File: src/rtl/tlb_pkg.sv
// Shared definitions for the TLB instruction controller: sizes, field widths,
// instruction encodings and the controller state encoding.
package tlb_pkg;

    localparam int ENTRIES = 16;
    localparam int IDXW    = 4;
    localparam int VPN2_W  = 19;
    localparam int MASK_W  = 16;
    localparam int ASID_W  = 8;

    localparam logic [1:0] OP_TLBR  = 2'b00;
    localparam logic [1:0] OP_TLBWI = 2'b01;
    localparam logic [1:0] OP_TLBWR = 2'b10;
    localparam logic [1:0] OP_TLBP  = 2'b11;

    typedef enum logic [2:0] {
        ST_IDLE    = 3'd0,
        ST_RD_ADDR = 3'd1,
        ST_RD_CAP  = 3'd2,
        ST_WR      = 3'd3,
        ST_PR_ADDR = 3'd4,
        ST_PR_CAP  = 3'd5
    } state_t;

endpackage

File: src/rtl/tlb_op_ctrl_if.sv
// Bundle of the instruction request/response, CP0 operands and both CAM ports
// seen by the TLB instruction controller.
//
// Handshake: a request is taken on a rising edge where Op_Valid && Op_Ready;
// every operand is captured on that edge. Op_Valid while Op_Ready is low is
// dropped, not queued. Op_Done pulses for one cycle when the instruction ends,
// and Op_Ready is already high in that same cycle so requests can run back to back.
interface tlb_op_ctrl_if;
    import tlb_pkg::*;

    // instruction request / response
    logic              Op_Valid;
    logic [1:0]        Op_Code;
    logic              Op_Ready;
    logic              Op_Done;

    // CP0 operands
    logic [IDXW-1:0]   CP0_Index;
    logic [IDXW-1:0]   CP0_Wired;
    logic              Wired_Write;
    logic [VPN2_W-1:0] EntryHi_VPN2;
    logic [ASID_W-1:0] EntryHi_ASID;
    logic [MASK_W-1:0] PageMask;
    logic              EntryLo_G;
    logic [IDXW-1:0]   Random;

    // CAM index port (read/write by index)
    logic [IDXW-1:0]   Idx_Index;
    logic              Idx_Write;
    logic [VPN2_W-1:0] Idx_VPN2;
    logic [MASK_W-1:0] Idx_Mask;
    logic [ASID_W-1:0] Idx_ASID;
    logic              Idx_G;
    logic [VPN2_W-1:0] Idx_VPN2_Out;
    logic [MASK_W-1:0] Idx_Mask_Out;
    logic [ASID_W-1:0] Idx_ASID_Out;
    logic              Idx_G_Out;

    // CAM lookup port B
    logic [VPN2_W:0]   VPN_B;
    logic [ASID_W-1:0] ASID_B;
    logic              Hit_B;
    logic [IDXW-1:0]   Index_B;

    // results
    logic [VPN2_W-1:0] Rd_VPN2;
    logic [MASK_W-1:0] Rd_Mask;
    logic [ASID_W-1:0] Rd_ASID;
    logic              Rd_G;
    logic              Probe_Miss;
    logic [IDXW-1:0]   Probe_Index;

    // controller state, for observation only
    state_t            dbg_state;

    modport slave (
        input  Op_Valid, Op_Code, CP0_Index, CP0_Wired, Wired_Write,
               EntryHi_VPN2, EntryHi_ASID, PageMask, EntryLo_G,
               Idx_VPN2_Out, Idx_Mask_Out, Idx_ASID_Out, Idx_G_Out,
               Hit_B, Index_B,
        output Op_Ready, Op_Done, Random,
               Idx_Index, Idx_Write, Idx_VPN2, Idx_Mask, Idx_ASID, Idx_G,
               VPN_B, ASID_B,
               Rd_VPN2, Rd_Mask, Rd_ASID, Rd_G, Probe_Miss, Probe_Index,
               dbg_state
    );

    modport master (
        output Op_Valid, Op_Code, CP0_Index, CP0_Wired, Wired_Write,
               EntryHi_VPN2, EntryHi_ASID, PageMask, EntryLo_G,
               Idx_VPN2_Out, Idx_Mask_Out, Idx_ASID_Out, Idx_G_Out,
               Hit_B, Index_B,
        input  Op_Ready, Op_Done, Random,
               Idx_Index, Idx_Write, Idx_VPN2, Idx_Mask, Idx_ASID, Idx_G,
               VPN_B, ASID_B,
               Rd_VPN2, Rd_Mask, Rd_ASID, Rd_G, Probe_Miss, Probe_Index,
               dbg_state
    );

endinterface

File: src/rtl/tlb_random_ctr.sv
// CP0 Random register: counts down every cycle from LAST towards Wired and
// reloads LAST once it reaches Wired or when Wired is rewritten.
module tlb_random_ctr
    import tlb_pkg::*;
#(
    parameter logic [IDXW-1:0] LAST = IDXW'(ENTRIES - 1)
) (
    input  logic            clock,
    input  logic            reset,
    input  logic [IDXW-1:0] wired,
    input  logic            wired_write,
    output logic [IDXW-1:0] random
);

    // Free-running down-counter; never enters the wired region below CP0_Wired.
    always_ff @(posedge clock) begin
        if (reset) begin
            random <= LAST;
        end else if (wired_write) begin
            random <= LAST;
        end else if (random <= wired) begin
            random <= LAST;
        end else begin
            random <= random - IDXW'(1);
        end
    end

endmodule

File: src/rtl/tlb_op_ctrl.sv
// TLB instruction controller: sequences TLBR/TLBWI/TLBWR/TLBP against an
// external CAM with an index port and a lookup port, and holds the results.
module tlb_op_ctrl #(
    parameter int ENTRIES = tlb_pkg::ENTRIES
) (
    input  logic          clock,
    input  logic          reset,
    tlb_op_ctrl_if.slave  bus
);
    import tlb_pkg::*;

    state_t            state;
    logic              op_ready;
    logic              op_done;
    logic [IDXW-1:0]   random_q;
    logic [IDXW-1:0]   idx_index;
    logic              idx_write;
    logic [VPN2_W-1:0] idx_vpn2;
    logic [MASK_W-1:0] idx_mask;
    logic [ASID_W-1:0] idx_asid;
    logic              idx_g;
    logic [VPN2_W:0]   vpn_b;
    logic [ASID_W-1:0] asid_b;
    logic [VPN2_W-1:0] rd_vpn2;
    logic [MASK_W-1:0] rd_mask;
    logic [ASID_W-1:0] rd_asid;
    logic              rd_g;
    logic              probe_miss;
    logic [IDXW-1:0]   probe_index;

    tlb_random_ctr #(
        .LAST (IDXW'(ENTRIES - 1))
    ) u_random (
        .clock       (clock),
        .reset       (reset),
        .wired       (bus.CP0_Wired),
        .wired_write (bus.Wired_Write),
        .random      (random_q)
    );

    // Operation FSM; operands go straight into the CAM-facing output registers
    // on acceptance, so there is no separate operand latch.
    always_ff @(posedge clock) begin
        if (reset) begin
            state       <= ST_IDLE;
            op_ready    <= 1'b1;
            op_done     <= 1'b0;
            idx_index   <= '0;
            idx_write   <= 1'b0;
            idx_vpn2    <= '0;
            idx_mask    <= '0;
            idx_asid    <= '0;
            idx_g       <= 1'b0;
            vpn_b       <= '0;
            asid_b      <= '0;
            rd_vpn2     <= '0;
            rd_mask     <= '0;
            rd_asid     <= '0;
            rd_g        <= 1'b0;
            probe_miss  <= 1'b0;
            probe_index <= '0;
        end else begin
            op_done <= 1'b0;
            case (state)
                ST_IDLE: begin
                    if (bus.Op_Valid) begin
                        op_ready <= 1'b0;
                        case (bus.Op_Code)
                            OP_TLBR: begin
                                idx_index <= bus.CP0_Index;
                                state     <= ST_RD_ADDR;
                            end
                            OP_TLBWI, OP_TLBWR: begin
                                // TLBWR targets the Random value of the accept cycle
                                idx_index <= (bus.Op_Code == OP_TLBWR) ? random_q : bus.CP0_Index;
                                idx_vpn2  <= bus.EntryHi_VPN2;
                                idx_mask  <= bus.PageMask;
                                idx_asid  <= bus.EntryHi_ASID;
                                idx_g     <= bus.EntryLo_G;
                                idx_write <= 1'b1;
                                state     <= ST_WR;
                            end
                            OP_TLBP: begin
                                vpn_b  <= {bus.EntryHi_VPN2, 1'b0};
                                asid_b <= bus.EntryHi_ASID;
                                state  <= ST_PR_ADDR;
                            end
                            default: begin
                                state <= ST_IDLE;
                            end
                        endcase
                    end
                end
                ST_RD_ADDR: begin
                    state <= ST_RD_CAP;
                end
                ST_RD_CAP: begin
                    rd_vpn2  <= bus.Idx_VPN2_Out;
                    rd_mask  <= bus.Idx_Mask_Out;
                    rd_asid  <= bus.Idx_ASID_Out;
                    rd_g     <= bus.Idx_G_Out;
                    op_done  <= 1'b1;
                    op_ready <= 1'b1;
                    state    <= ST_IDLE;
                end
                ST_WR: begin
                    idx_write <= 1'b0;
                    op_done   <= 1'b1;
                    op_ready  <= 1'b1;
                    state     <= ST_IDLE;
                end
                ST_PR_ADDR: begin
                    state <= ST_PR_CAP;
                end
                ST_PR_CAP: begin
                    probe_miss <= ~bus.Hit_B;
                    if (bus.Hit_B) begin
                        probe_index <= bus.Index_B;
                    end
                    op_done  <= 1'b1;
                    op_ready <= 1'b1;
                    state    <= ST_IDLE;
                end
                default: begin
                    idx_write <= 1'b0;
                    op_ready  <= 1'b1;
                    state     <= ST_IDLE;
                end
            endcase
        end
    end

    // Drive the interface from the registered copies.
    assign bus.Op_Ready    = op_ready;
    assign bus.Op_Done     = op_done;
    assign bus.Random      = random_q;
    assign bus.Idx_Index   = idx_index;
    assign bus.Idx_Write   = idx_write;
    assign bus.Idx_VPN2    = idx_vpn2;
    assign bus.Idx_Mask    = idx_mask;
    assign bus.Idx_ASID    = idx_asid;
    assign bus.Idx_G       = idx_g;
    assign bus.VPN_B       = vpn_b;
    assign bus.ASID_B      = asid_b;
    assign bus.Rd_VPN2     = rd_vpn2;
    assign bus.Rd_Mask     = rd_mask;
    assign bus.Rd_ASID     = rd_asid;
    assign bus.Rd_G        = rd_g;
    assign bus.Probe_Miss  = probe_miss;
    assign bus.Probe_Index = probe_index;
    assign bus.dbg_state   = state;

endmodule

File: src/flat_wrapper.sv
// flat-port wrapper written by rule: the top's interface ports become plain ports
module tlb_op_ctrl_flat import tlb_pkg::*;
#(
    parameter int ENTRIES = tlb_pkg::ENTRIES
)
  (clock, reset, bus_Op_Valid, bus_Op_Code, bus_CP0_Index, bus_CP0_Wired, bus_Wired_Write, bus_EntryHi_VPN2, bus_EntryHi_ASID, bus_PageMask, bus_EntryLo_G, bus_Idx_VPN2_Out, bus_Idx_Mask_Out, bus_Idx_ASID_Out, bus_Idx_G_Out, bus_Hit_B, bus_Index_B, bus_Op_Ready, bus_Op_Done, bus_Random, bus_Idx_Index, bus_Idx_Write, bus_Idx_VPN2, bus_Idx_Mask, bus_Idx_ASID, bus_Idx_G, bus_VPN_B, bus_ASID_B, bus_Rd_VPN2, bus_Rd_Mask, bus_Rd_ASID, bus_Rd_G, bus_Probe_Miss, bus_Probe_Index, bus_dbg_state);
  tlb_op_ctrl_if bus_i ();
  input  logic clock;
  input  logic reset;
  input wire logic [$bits(bus_i.Op_Valid)-1:0] bus_Op_Valid;
  input wire logic [$bits(bus_i.Op_Code)-1:0] bus_Op_Code;
  input wire logic [$bits(bus_i.CP0_Index)-1:0] bus_CP0_Index;
  input wire logic [$bits(bus_i.CP0_Wired)-1:0] bus_CP0_Wired;
  input wire logic [$bits(bus_i.Wired_Write)-1:0] bus_Wired_Write;
  input wire logic [$bits(bus_i.EntryHi_VPN2)-1:0] bus_EntryHi_VPN2;
  input wire logic [$bits(bus_i.EntryHi_ASID)-1:0] bus_EntryHi_ASID;
  input wire logic [$bits(bus_i.PageMask)-1:0] bus_PageMask;
  input wire logic [$bits(bus_i.EntryLo_G)-1:0] bus_EntryLo_G;
  input wire logic [$bits(bus_i.Idx_VPN2_Out)-1:0] bus_Idx_VPN2_Out;
  input wire logic [$bits(bus_i.Idx_Mask_Out)-1:0] bus_Idx_Mask_Out;
  input wire logic [$bits(bus_i.Idx_ASID_Out)-1:0] bus_Idx_ASID_Out;
  input wire logic [$bits(bus_i.Idx_G_Out)-1:0] bus_Idx_G_Out;
  input wire logic [$bits(bus_i.Hit_B)-1:0] bus_Hit_B;
  input wire logic [$bits(bus_i.Index_B)-1:0] bus_Index_B;
  output wire logic [$bits(bus_i.Op_Ready)-1:0] bus_Op_Ready;
  output wire logic [$bits(bus_i.Op_Done)-1:0] bus_Op_Done;
  output wire logic [$bits(bus_i.Random)-1:0] bus_Random;
  output wire logic [$bits(bus_i.Idx_Index)-1:0] bus_Idx_Index;
  output wire logic [$bits(bus_i.Idx_Write)-1:0] bus_Idx_Write;
  output wire logic [$bits(bus_i.Idx_VPN2)-1:0] bus_Idx_VPN2;
  output wire logic [$bits(bus_i.Idx_Mask)-1:0] bus_Idx_Mask;
  output wire logic [$bits(bus_i.Idx_ASID)-1:0] bus_Idx_ASID;
  output wire logic [$bits(bus_i.Idx_G)-1:0] bus_Idx_G;
  output wire logic [$bits(bus_i.VPN_B)-1:0] bus_VPN_B;
  output wire logic [$bits(bus_i.ASID_B)-1:0] bus_ASID_B;
  output wire logic [$bits(bus_i.Rd_VPN2)-1:0] bus_Rd_VPN2;
  output wire logic [$bits(bus_i.Rd_Mask)-1:0] bus_Rd_Mask;
  output wire logic [$bits(bus_i.Rd_ASID)-1:0] bus_Rd_ASID;
  output wire logic [$bits(bus_i.Rd_G)-1:0] bus_Rd_G;
  output wire logic [$bits(bus_i.Probe_Miss)-1:0] bus_Probe_Miss;
  output wire logic [$bits(bus_i.Probe_Index)-1:0] bus_Probe_Index;
  output wire logic [$bits(bus_i.dbg_state)-1:0] bus_dbg_state;
  assign bus_i.Op_Valid = bus_Op_Valid;
  assign bus_i.Op_Code = bus_Op_Code;
  assign bus_i.CP0_Index = bus_CP0_Index;
  assign bus_i.CP0_Wired = bus_CP0_Wired;
  assign bus_i.Wired_Write = bus_Wired_Write;
  assign bus_i.EntryHi_VPN2 = bus_EntryHi_VPN2;
  assign bus_i.EntryHi_ASID = bus_EntryHi_ASID;
  assign bus_i.PageMask = bus_PageMask;
  assign bus_i.EntryLo_G = bus_EntryLo_G;
  assign bus_i.Idx_VPN2_Out = bus_Idx_VPN2_Out;
  assign bus_i.Idx_Mask_Out = bus_Idx_Mask_Out;
  assign bus_i.Idx_ASID_Out = bus_Idx_ASID_Out;
  assign bus_i.Idx_G_Out = bus_Idx_G_Out;
  assign bus_i.Hit_B = bus_Hit_B;
  assign bus_i.Index_B = bus_Index_B;
  assign bus_Op_Ready = bus_i.Op_Ready;
  assign bus_Op_Done = bus_i.Op_Done;
  assign bus_Random = bus_i.Random;
  assign bus_Idx_Index = bus_i.Idx_Index;
  assign bus_Idx_Write = bus_i.Idx_Write;
  assign bus_Idx_VPN2 = bus_i.Idx_VPN2;
  assign bus_Idx_Mask = bus_i.Idx_Mask;
  assign bus_Idx_ASID = bus_i.Idx_ASID;
  assign bus_Idx_G = bus_i.Idx_G;
  assign bus_VPN_B = bus_i.VPN_B;
  assign bus_ASID_B = bus_i.ASID_B;
  assign bus_Rd_VPN2 = bus_i.Rd_VPN2;
  assign bus_Rd_Mask = bus_i.Rd_Mask;
  assign bus_Rd_ASID = bus_i.Rd_ASID;
  assign bus_Rd_G = bus_i.Rd_G;
  assign bus_Probe_Miss = bus_i.Probe_Miss;
  assign bus_Probe_Index = bus_i.Probe_Index;
  assign bus_dbg_state = bus_i.dbg_state;
  tlb_op_ctrl #(.ENTRIES(ENTRIES)) u_core (.clock(clock), .reset(reset), .bus(bus_i));
endmodule
File: config.mk
export PLATFORM = sky130hd
export DESIGN_NAME = tlb_op_ctrl_flat
export DESIGN_NICKNAME = d
export VERILOG_FILES = /design/src/rtl/tlb_pkg.sv /design/src/rtl/tlb_op_ctrl_if.sv /design/src/rtl/tlb_random_ctr.sv /design/src/rtl/tlb_op_ctrl.sv /design/src/flat_wrapper.sv
export SDC_FILE = /design/constraint.sdc
export NUM_CORES = 1
export LEC_CHECK = 0
export CAP_MARGIN = 40
export CORE_ASPECT_RATIO = 0.7
export CORE_MARGIN = 5
export CORE_UTILIZATION = 44
export DETAILED_ROUTE_END_ITERATION = 6
export GPL_TIMING_DRIVEN = 0
export MAX_ROUTING_LAYER = met4
export PLACE_DENSITY_LB_ADDON = 0.3
export SLEW_MARGIN = 10
export SYNTH_ARGS = -nofsm -noshare
export SYNTH_HDL_FRONTEND = slang
export SYNTH_SLANG_ARGS = --single-unit
File: constraint.sdc
create_clock -name clock -period 2.6 [get_ports clock]
set_input_delay 0.26 -clock clock [delete_from_list [all_inputs] [get_ports clock]]
set_output_delay 0.26 -clock clock [all_outputs]
set_load 0.02 [all_outputs]
==> impl_results.md <==
- Drc violations: 0
- Vias in the first global route: ~5700
- Grt total ovfl: 0
- Worst skew pair latency: around 0.41 ns
- Hold Fails Final Rpt: 0
- Avg WL per Cell: roughly 17 um
- Unrepaired setup endpoints after global routing: false
- RR Endpoint: u_core.bus.Idx_VPN2[10]
- Maximum clock insertion buffer count: 2
- Vias: about 5600
- I/O Buffers: 239
- CTS tree: built
- Setup slack, reg-to-reg: between 0.6 and 0.7 ns
- Most numerous cell on the critical path: clkbuf_1
- Placed cell area: 7700 sq um
- Power Dens Cells: slightly below 700 nW/um^2
- Tot Pwr: 5.64 mW
- Worst reg2reg path startpoint: u_core.bus.dbg_state[1]
- Via/cell ratio: about 5.4
- #FFs+latches synth: between 100 and 150
- Hold_ws: between 0.3 and 0.4 ns
- Crit Path Max Fanout: 10
- Synthesized area: roughly 5100 sq um
- Sequential share of power: between 30 and 40%
- Gr usage total: approximately a quarter
- Die Y: between 100 and 150 um
- Final setup skew: around 0.013 ns
- CTS HTree Levels: 4
- Nets: ~1000
- Max Clk Rate: ~460 MHz
- Setup crit start kind: input port
- LEAKAGE: slightly below 3 nW
- Rel. slew slack: roughly 57%
- Root Driver: clkbuf_16
- Commonest non-fill, non-tap cell in the layout: clkdlybuf4s50_1
- Combinational share of power: between 15 and 20%
- Final GP Congestion: a little under 0.9
- CP max-delay cell: clkdlybuf4s50_1
- Data required, critical path: 2.92 ns
- Number of CTS-inserted buffers: 17
- Post_cts resized: 0
- Mapped Nets: 730
- Synth-to-Final Area Change: 62.3%
- Placement Rows: 33
- Placed wire-length estimate: about 14000 um
- I/O pin total: 242
- Core area: 11600 sq um
- Psw: 1.50 mW
- Post-CTS setup buffers: 0
- Commonest non-fill, non-tap cells in the layout: clkdlybuf4s50_1 (239), dfxtp_1 (134), a21oi_1 (125), nand2_1 (88), o21ai_0 (73)
- Sink Count: about 130
- Hold Crit Class: in -> reg
- Critical Path AT: 2.48 ns
- Die W: 139 um
- Drt pass-1 iters: 5
- Least-Margin Pin Slew: 0.646 ns
- Synth warn: 0
- Initial Utilization: approximately 44%
- Post-synthesis sequential area ratio: 52.4%
- Status: finished clean
- Fin area: 8300 sq um
- Sw frac: about a quarter
- Initial antenna violation count: 0
- Yosys cell types: 34
- Hold Path Sink: u_core.u_random.random[2]
- Internal power: roughly 4.1 mW
- Gate count after technology mapping: between 600 and 700
- Hold path startpoint: reset
- Setup TNS: 0 ns
- FF-to-FF path depth: 5
- Detail Route Antenna Nets: 0
- Setup-failing EPs final: 0
- Clk pwr share: between 40% and 50%
- Number of DRC markers in iteration 0: about 340
- Hold Path Depth: 3
- Largest net degree at the start of global routing: 17
- CP Cell Sequence: clkdlybuf4s50_1, inv_1, ha_1, clkbuf_1, inv_2, clkbuf_1, nand3_1, a21oi_1
- Mapped Avg Cell Area: between 8 and 9 sq um
- Die Area: 13900 sq um
- First-pass GRT wire length: approximately 28000 um
- CP peak stage delay: ~0.52 ns
- VDD IR max: 444 uV
- Max cap viols: 0
- Final wirelength: 18100 um
- CP endpoint kind: register
- Clock transition at path regs: 0.06 ns
- Max Slew Vio Count: 0
- Critical Setup Path Class: in -> reg
- Diode count: 0
- Layout cell share with drive strength beyond 1: slightly below 6%
- Minimum clock period: 2.15 ns
- Hold_buf cts: 0
- Final period util: approximately 83%
## worst max-delay path: cells and delay by family
kind | cells | cell delay (ns)
buffers and inverters | 5 | 1.55
AOI/OAI and AO/OA | 1 | 0.20
adders and majority gates | 1 | 0.29
and+or+nand+nor | 1 | 0.16
## cell usage after synthesis
cell / instances / area share, %
a21o_1: 1 / 0.15
a21oi_1: 125 / 12
a311oi_1: 4 / 0.68
and3b_1: 1 / 0.17
and4_1: 1 / 0.17
buf_1: 1 / 0.073
buf_2: 14 / 1.4
buf_4: 3 / 0.44
clkbuf_1: 41 / 3.0
clkinv_1: 1 / 0.073
conb_1: 1 / 0.073
dfxtp_1: 134 / 52
ha_1: 8 / 2.0
inv_1: 7 / 0.51
inv_2: 1 / 0.073
mux2i_1: 8 / 1.6
nand2_1: 88 / 6.5
nand2b_1: 5 / 0.61
nand3_1: 71 / 6.9
nand3b_1: 1 / 0.15
nand4b_1: 1 / 0.17
nor2_1: 7 / 0.51
nor2b_1: 1 / 0.12
nor3_1: 2 / 0.20
nor3b_1: 1 / 0.15
nor3b_2: 1 / 0.24
nor4_1: 3 / 0.37
nor4b_4: 1 / 0.46
o211a_1: 1 / 0.20
o211ai_1: 4 / 0.59
o21ai_0: 73 / 7.1
or3b_2: 1 / 0.17
or4b_1: 1 / 0.20
xnor2_1: 2 / 0.34
## routing by layer
| metal | share of wire [%] | GRT usage, % |
|---|---|---|
| met3 | 9.1 | 9.10 |
| met5 | 0 | - |
| met2 | 47 | 41.4 |
| met1 | 42 | 30.7 |
| met4 | 2.3 | 9.70 |
## power groups by stage
| stage | Clock [mW] | Sequential, mW | Combinational, mW |
|---|---|---|---|
| after global placement | 0 | 2.26 | 0.960 |
| after detailed placement | 0 | 2.27 | 0.985 |
| final | 2.42 | 2.22 | 0.992 |
| after global routing | 2.55 | 2.23 | 1.07 |
| after floorplan | 0 | 2.39 | 0.338 |
| after CTS | 2.45 | 2.22 | 0.993 |
## kinds of logic after synthesis
group / after synthesis / synth area share (%)
adder cells (fa/ha/maj): 8 / 1.96
buffers and inverters: 68 / 5.55
multiplexers: 8 / 1.57
flip-flops: 134 / 52.4
AO/OA/AOI/OAI: 208 / 21.0
AND/OR/NAND/NOR: 186 / 17.1
XOR/XNOR: 2 / 0.342
other: 1 / 0.0733
## final cells by class
class                      count  area (sq um)
buffer                        59           250
clock buffer                  19           443
clock inverter                12           155
fill                         835          3260
inverter                       9          33.8
multi-input combinational    413          2150
sequential                   134          2680
tap                          157           196
timing repair buffer         239          2390
## worst max path at each step
stage	to	startpoint	slack [ns]	cells past startpoint
after CTS	u_core.bus.Idx_VPN2[10]	bus_Op_Code[0]	0.45	8
after global routing	u_core.bus.Idx_VPN2[10]	bus_Op_Code[0]	0.32	8
final	u_core.bus.Idx_VPN2[10]	bus_Op_Code[0]	0.45	8
after detailed placement	u_core.bus.Idx_Mask[15]	bus_Op_Code[0]	0.04	8
after global placement	u_core.bus.Idx_VPN2[18]	bus_Op_Code[0]	0.12	8
after floorplan	u_core.bus.Rd_VPN2[10]	u_core.bus.dbg_state[0]	0.95	6
## registers in the layout, indices dropped and copies added (netlist names)
register                flops
u_core.bus.Rd_Mask         16
u_core.bus.ASID_B           8
u_core.u_random.random      4
u_core.bus.Rd_G             1
u_core.bus.Idx_VPN2        19
u_core.bus.dbg_state        3
u_core.bus.Idx_G            1
u_core.bus.Idx_Mask        16
u_core.bus.VPN_B           19
u_core.bus.Idx_Write        1
u_core.bus.Rd_ASID          8
u_core.bus.Probe_Index      4
u_core.bus.Op_Ready         1
u_core.bus.Op_Done          1
u_core.bus.Idx_ASID         8
u_core.bus.Rd_VPN2         19
u_core.bus.Probe_Miss       1
u_core.bus.Idx_Index        4
## metrics by stage
step | worst slack, ns | utilization (%) | cells
3_3_place_gp | 0.121 | 66.6 | 1011
2_1_floorplan | 0.953 | - | 615
6_report | 0.445 | 71.8 | 1042
4_1_cts | 0.451 | 71.8 | 1042
5_1_grt | 0.323 | 71.8 | 1042
3_5_place_dp | 0.0450 | 66.6 | 1011
Note: power is estimated with default switching activity, not from simulation.
